[config.mk]
export PLATFORM = sky130hd
export DESIGN_NAME = pc_seq
export DESIGN_NICKNAME = d
export VERILOG_FILES = /design/src/rtl/pc_seq_pkg.sv /design/src/rtl/pc_ret_stack.sv /design/src/rtl/pc_seq.sv
export SDC_FILE = /design/constraint.sdc
export NUM_CORES = 1
export LEC_CHECK = 0
export CORE_AREA = 2 2 182 113
export CTS_BUF_LIST = sky130_fd_sc_hd__clkbuf_2 sky130_fd_sc_hd__clkbuf_4 sky130_fd_sc_hd__clkbuf_8
export DETAILED_ROUTE_END_ITERATION = 12
export DIE_AREA = 0 0 184 115
export SLEW_MARGIN = 10
export SYNTH_ARGS = -nofsm -noshare
export SYNTH_HDL_FRONTEND = slang
export SYNTH_SLANG_ARGS = --single-unit
[constraint.sdc]
create_clock -name clk -period 2.7 [get_ports clk]
set_clock_uncertainty 0.1 [all_clocks]
set_input_delay 0.54 -clock clk [delete_from_list [all_inputs] [get_ports clk]]
set_output_delay 0.54 -clock clk [all_outputs]
set_load 0.02 [all_outputs]
[src/rtl/pc_seq_pkg.sv]
// Shared types and defaults for the program-counter sequencer.
//   state_e  : IDLE / RUN / DONE sequencer states
//   action_e : per-cycle action chosen in RUN, highest priority first
//   sext32   : sign-extend the low w bits of a 32-bit value
package pc_seq_pkg;

  localparam int unsigned A_DEF     = 10;
  localparam int unsigned OFF_W_DEF = 8;
  localparam int unsigned STK_D_DEF = 4;
  localparam int unsigned CNT_W_DEF = 4;

  typedef enum logic [1:0] {
    IDLE = 2'd0,
    RUN  = 2'd1,
    DONE = 2'd2
  } state_e;

  typedef enum logic [2:0] {
    HALT   = 3'd0,
    RET    = 3'd1,
    CALL   = 3'd2,
    JUMP   = 3'd3,
    BRANCH = 3'd4,
    INC    = 3'd5
  } action_e;

  // Move bit w-1 to the top, then arithmetic-shift back down.
  function automatic logic [31:0] sext32(input logic [31:0] v, input int unsigned w);
    logic [31:0] sh;
    sh = v << (32 - w);
    return 32'($signed(sh) >>> (32 - w));
  endfunction

endpackage

[src/rtl/pc_ret_stack.sv]
// Hardware return-address LIFO, STK_D entries of A bits.
//   push/din   : write din on top (ignored when full)
//   pop/dout   : dout always shows the top entry; pop discards it (ignored when empty)
//   clear      : empty the stack (wins over push/pop)
//   full/empty : occupancy flags
module pc_ret_stack #(
  parameter int unsigned A     = 10,
  parameter int unsigned STK_D = 4
) (
  input  logic         clk,
  input  logic         reset_n,
  input  logic         push,
  input  logic         pop,
  input  logic         clear,
  input  logic [A-1:0] din,
  output logic [A-1:0] dout,
  output logic         full,
  output logic         empty
);

  localparam int unsigned PW    = $clog2(STK_D + 1);
  // Storage rounded up to 2**PW so the pointer indexes it without width games;
  // slots at or above STK_D are never written and reduce to constants.
  localparam int unsigned NSLOT = 1 << PW;

  logic [PW-1:0] r_ptr;
  logic [A-1:0]  r_mem [NSLOT];
  logic [PW-1:0] w_top;

  assign w_top = r_ptr - PW'(1);
  assign dout  = r_mem[w_top];
  assign full  = (r_ptr == PW'(STK_D));
  assign empty = (r_ptr == '0);

  // Pointer and storage update.
  always_ff @(posedge clk or negedge reset_n) begin
    if (!reset_n) begin
      r_ptr <= '0;
      for (int i = 0; i < int'(NSLOT); i++) r_mem[i] <= '0;
    end else if (clear) begin
      r_ptr <= '0;
    end else if (push && !full) begin
      r_mem[r_ptr] <= din;
      r_ptr        <= r_ptr + PW'(1);
    end else if (pop && !empty) begin
      r_ptr <= w_top;
    end
  end

endmodule

[src/rtl/pc_seq.sv]
// Program-counter sequencer for the fetch stage.
//   start/entry_addr : a program launches on start falling (1 then 0) from IDLE/DONE
//   stall            : freeze everything while running
//   branch/jump/call/ret/halt controls, one action per cycle in priority order
//   pc               : fetch address (registered)
//   running/done     : registered state decode
//   prog_count       : saturating count of completed programs
//   stk_ovf/stk_unf  : sticky stack overflow / underflow, cleared on launch
module pc_seq
  import pc_seq_pkg::*;
#(
  parameter int unsigned A     = A_DEF,
  parameter int unsigned OFF_W = OFF_W_DEF,
  parameter int unsigned STK_D = STK_D_DEF,
  parameter int unsigned CNT_W = CNT_W_DEF
) (
  input  logic             clk,
  input  logic             reset_n,
  input  logic             start,
  input  logic [A-1:0]     entry_addr,
  input  logic             stall,
  input  logic             branch_en,
  input  logic             alu_en,
  input  logic [OFF_W-1:0] offset,
  input  logic             jump_en,
  input  logic             call_en,
  input  logic             ret_en,
  input  logic [A-1:0]     jump_addr,
  input  logic             halt_en,
  output logic [A-1:0]     pc,
  output logic             running,
  output logic             done,
  output logic [CNT_W-1:0] prog_count,
  output logic             stk_ovf,
  output logic             stk_unf
);

  state_e           r_state;
  logic [A-1:0]     r_pc;
  logic             r_start_q;
  logic             r_running;
  logic             r_done;
  logic [CNT_W-1:0] r_cnt;
  logic             r_ovf;
  logic             r_unf;

  state_e           w_state_nxt;
  logic [A-1:0]     w_pc_nxt;
  logic [CNT_W-1:0] w_cnt_nxt;
  logic             w_ovf_nxt;
  logic             w_unf_nxt;
  action_e          w_act;
  logic             w_launch;
  logic [A-1:0]     w_pc_inc;
  logic [A-1:0]     w_off_ext;
  logic             w_push;
  logic             w_pop;
  logic             w_clear;
  logic [A-1:0]     w_top;
  logic             w_full;
  logic             w_empty;

  assign w_launch  = r_start_q & ~start;
  assign w_pc_inc  = r_pc + A'(1);
  assign w_off_ext = A'(sext32(32'(offset), OFF_W));

  pc_ret_stack #(.A(A), .STK_D(STK_D)) u_stack (
    .clk     (clk),
    .reset_n (reset_n),
    .push    (w_push),
    .pop     (w_pop),
    .clear   (w_clear),
    .din     (w_pc_inc),
    .dout    (w_top),
    .full    (w_full),
    .empty   (w_empty)
  );

  // Priority encode the run-time controls.
  always_comb begin
    w_act = INC;
    if (halt_en)                    w_act = HALT;
    else if (ret_en)                w_act = RET;
    else if (call_en)               w_act = CALL;
    else if (jump_en)               w_act = JUMP;
    else if (branch_en && alu_en)   w_act = BRANCH;
  end

  // Next-state, next-pc and stack control.
  always_comb begin
    w_state_nxt = r_state;
    w_pc_nxt    = r_pc;
    w_cnt_nxt   = r_cnt;
    w_ovf_nxt   = r_ovf;
    w_unf_nxt   = r_unf;
    w_push      = 1'b0;
    w_pop       = 1'b0;
    w_clear     = 1'b0;
    case (r_state)
      IDLE, DONE: begin
        if (w_launch) begin
          w_state_nxt = RUN;
          w_pc_nxt    = entry_addr;
          w_clear     = 1'b1;
          w_ovf_nxt   = 1'b0;
          w_unf_nxt   = 1'b0;
        end
      end
      RUN: begin
        if (!stall) begin
          case (w_act)
            HALT: begin
              w_state_nxt = DONE;
              if (r_cnt != {CNT_W{1'b1}}) w_cnt_nxt = r_cnt + CNT_W'(1);
            end
            RET: begin
              if (!w_empty) begin
                w_pop    = 1'b1;
                w_pc_nxt = w_top;
              end else begin
                w_unf_nxt = 1'b1;
                w_pc_nxt  = w_pc_inc;
              end
            end
            CALL: begin
              w_pc_nxt = jump_addr;
              if (!w_full) w_push    = 1'b1;
              else         w_ovf_nxt = 1'b1;
            end
            JUMP:    w_pc_nxt = jump_addr;
            BRANCH:  w_pc_nxt = r_pc + w_off_ext;
            default: w_pc_nxt = w_pc_inc;
          endcase
        end
      end
      default: w_state_nxt = IDLE;
    endcase
  end

  // State and output registers.
  always_ff @(posedge clk or negedge reset_n) begin
    if (!reset_n) begin
      r_state   <= IDLE;
      r_pc      <= '0;
      r_start_q <= 1'b0;
      r_running <= 1'b0;
      r_done    <= 1'b0;
      r_cnt     <= '0;
      r_ovf     <= 1'b0;
      r_unf     <= 1'b0;
    end else begin
      r_state   <= w_state_nxt;
      r_pc      <= w_pc_nxt;
      r_start_q <= start;
      r_running <= (w_state_nxt == RUN);
      r_done    <= (w_state_nxt == DONE);
      r_cnt     <= w_cnt_nxt;
      r_ovf     <= w_ovf_nxt;
      r_unf     <= w_unf_nxt;
    end
  end

  assign pc         = r_pc;
  assign running    = r_running;
  assign done       = r_done;
  assign prog_count = r_cnt;
  assign stk_ovf    = r_ovf;
  assign stk_unf    = r_unf;

endmodule

==> metrics <==
status=finished, final reports clean; Leakage=2.84 nW; Post-CTS Setup Inserts=0; combinational family with the most area after synthesis=compound AO/OA/AOI/OAI gates; worst hold slack=0.0287 ns; All-Layer GR Usage=14.3%; Routed Wire Length=14.4 mm; Mean Syn Cell Area=10.4 um2; reg-to-reg slack, setup=0.30 ns; Layout area overhead=23.6%; first-pass GRT wire length=23.1 mm; placed cells=831; number of DRC markers in iteration 0=344; clk sinks=104; worst-margin pin slew=0.966 ns; initial core utilization=27.5%; max-cap violation count=0; Setup crit start kind=input port; wire length per cell=17.0 um; Post-Layout Cell Count=847; Syn. warnings=0; Synth Area in Simple Gates=13.5%; cts repair resizes=0; placed inst area=6420 um2; FFs w/ async S/R, synth=100%; die area=21200 um2; Largest stage delay, worst path=0.46 ns; worst vdd ir=0.372 mV; register bit total from synthesis=104; I/O pins=56; Crit Path Max Fanout=3; share of the synthesized area in the top cell type=48.5%; number of I/O port buffers=55; Post-Synth XOR/XNOR Area=3.78%; Slowest cell on crit path=clkdlybuf4s50_1; syn_nets=567; Post-synth EDFFs=0; vias after detailed routing=4217; Hold Crit Class=in -> async; Compound-Gate Fraction of Synth Area=15.3%; Pre-antenna DRT Iters=5; layout cell share with drive strength beyond 1=14.6%; post-synthesis cell count=514; Final Hold Viols=0; CP Buf/Inv Count=2; Die W=184 um; Core Rows=40; most numerous cell in the Yosys netlist=dfrtp_1; Synth Flop Type=dfrtp_1; power per cell area=945 nW/um2; reg-to-reg startpoint=u_stack.r_ptr[0]; CTS root buf=clkbuf_8; Final Max Slew Viols=0; vias in the first global route=4084; Post-DP HPWL=10.4 mm; Setup Crit Path Kind=in -> reg; post-synthesis sequential area ratio=48.5%; final core occ=34.0%; mean number of vias per cell=4.98; Final Power=6.27 mW; Post-DRT Antenna Nets=0; unrepaired setup endpoints after global routing=no; Area contributors post-synth=dfrtp_1 (49%), mux4_2 (8.4%), a21oi_1 (4.6%); setup_tns=0 ns; Critical Path AT=2.58 ns; crit path capture type=flop; Remaining Overflow, GRT=0; Critical Path RT=2.87 ns; Max Clock Freq=415 MHz; Max-slew headroom=35.2%; Tcrit/Tclk final=89.3%; cts hold-fix bufs=0; Worst-Skew Late Latency=0.40 ns; Final Cell Area=6630 um2; clk slew on worst S/H paths=0.10 ns; routability cong.=0.843; setup violators final=0; Commonest cells post-synth=dfrtp_1 (104), nor2_1 (59), nand2_1 (57); nets=643; drt drc=0; final worst slack=0.290 ns; die height=115 um; clk buf depth=2; synthesized area=5370 um2; largest net degree at the start of global routing=40; Synth cell types=54; core area=19500 um2; post-synth top area cell=dfrtp_1; worst slack at placement=-0.111 ns; mux share of post-synthesis cell area=12.1%; htree depth=3; Adder-Cell Fraction of Synth Area=3.64%; CP Cell Sequence=clkdlybuf4s50_1, ha_1, inv_1, fa_1, nor2b_1, o31a_1, a21oi_1, a2111oi_0, o21ai_1; CTS buffer count=9; initial antenna violation count=0; Tmin final=2.41 ns; Antenna diodes=0; CTS tree=yes; critical path launch point=offset[0]; crit-path leading delay family=compound AO/OA/AOI/OAI gates
[area by class of cell]
| cell class | instances | area [um2] |
|---|---|---|
| flip-flops and latches | 104 | 2600 |
| inverters | 14 | 52.6 |
| well taps | 252 | 315 |
| fillers | 1974 | 12900 |
| repair buffers | 91 | 868 |
| multi-input cells | 370 | 2590 |
| clock inverters | 7 | 85.1 |
| clock buffers | 9 | 124 |
[worst register-to-register path: cells and delay by family (launching register included)]
| family | cells | cell delay (ns) |
|---|---|---|
| and+or+nand+nor | 1 | 0.07 |
| muxes | 1 | 0.32 |
| xor gates and xnor gates | 1 | 0.35 |
| buffers and inverters | 1 | 0.23 |
| DFF | 1 | 0.42 |
| adders and majority gates | 1 | 0.32 |
| AOI/OAI and AO/OA | 2 | 0.48 |
[flip-flops by register name (all words and copies together) (netlist names), 2 cells and up]
| name | cells |
|---|---|
| pc | 10 |
| prog_count | 4 |
| r_state | 2 |
| u_stack.r_mem | 80 |
| u_stack.r_ptr | 3 |
[placed cells by master (no fill, tap or decap), types with 6 or more instances in the layout]
master / n
ha_1: 14
mux2i_1: 14
o221ai_1: 8
inv_1: 14
nand2_1: 57
dfrtp_1: 104
nor2_1: 59
o21ai_1: 7
clkdlybuf4s50_1: 54
o32ai_1: 6
clkbuf_8: 9
nand3_1: 8
xor2_1: 8
buf_4: 33
mux4_2: 20
xnor2_1: 12
a21oi_1: 49
o21ai_0: 44
[routing by layer]
layer  wire, um  up-vias  track usage [%]
li1           -     1997                -
met4         69        0             2.13
met3       1030       10             4.53
met1       7480     2081             21.9
met2       5810      129             19.8
met5          0        -                0
[final timing paths]
| path | endpoint | cells after the start |
|---|---|---|
| min in group clk | u_stack.r_mem[9] | 2 |
| worst max register to register | pc[4] | 7 |
| worst max-delay path | pc[4] | 9 |
| max in group asynchronous | pc[7] | 2 |
| worst min register to register | u_stack.r_mem[9] | 2 |
| worst min-delay path | u_stack.r_ptr[1] | 1 |
[report_power, final]
part | internal, mW | leakage (nW) | switching, mW | total [mW]
sequential | 1.91 | 1.37 | 0.339 | 2.25
clock | 0.450 | 0.106 | 0.617 | 1.07
combinational | 1.34 | 1.36 | 1.62 | 2.96
[cell families after synthesis]
group | count (synthesis)
compound gates | 139
xor+xnor | 21
fa+ha+maj | 15
buf+inv | 40
flops | 104
mux | 39
simple gates | 156
Note: power is estimated with default switching activity, not from simulation.
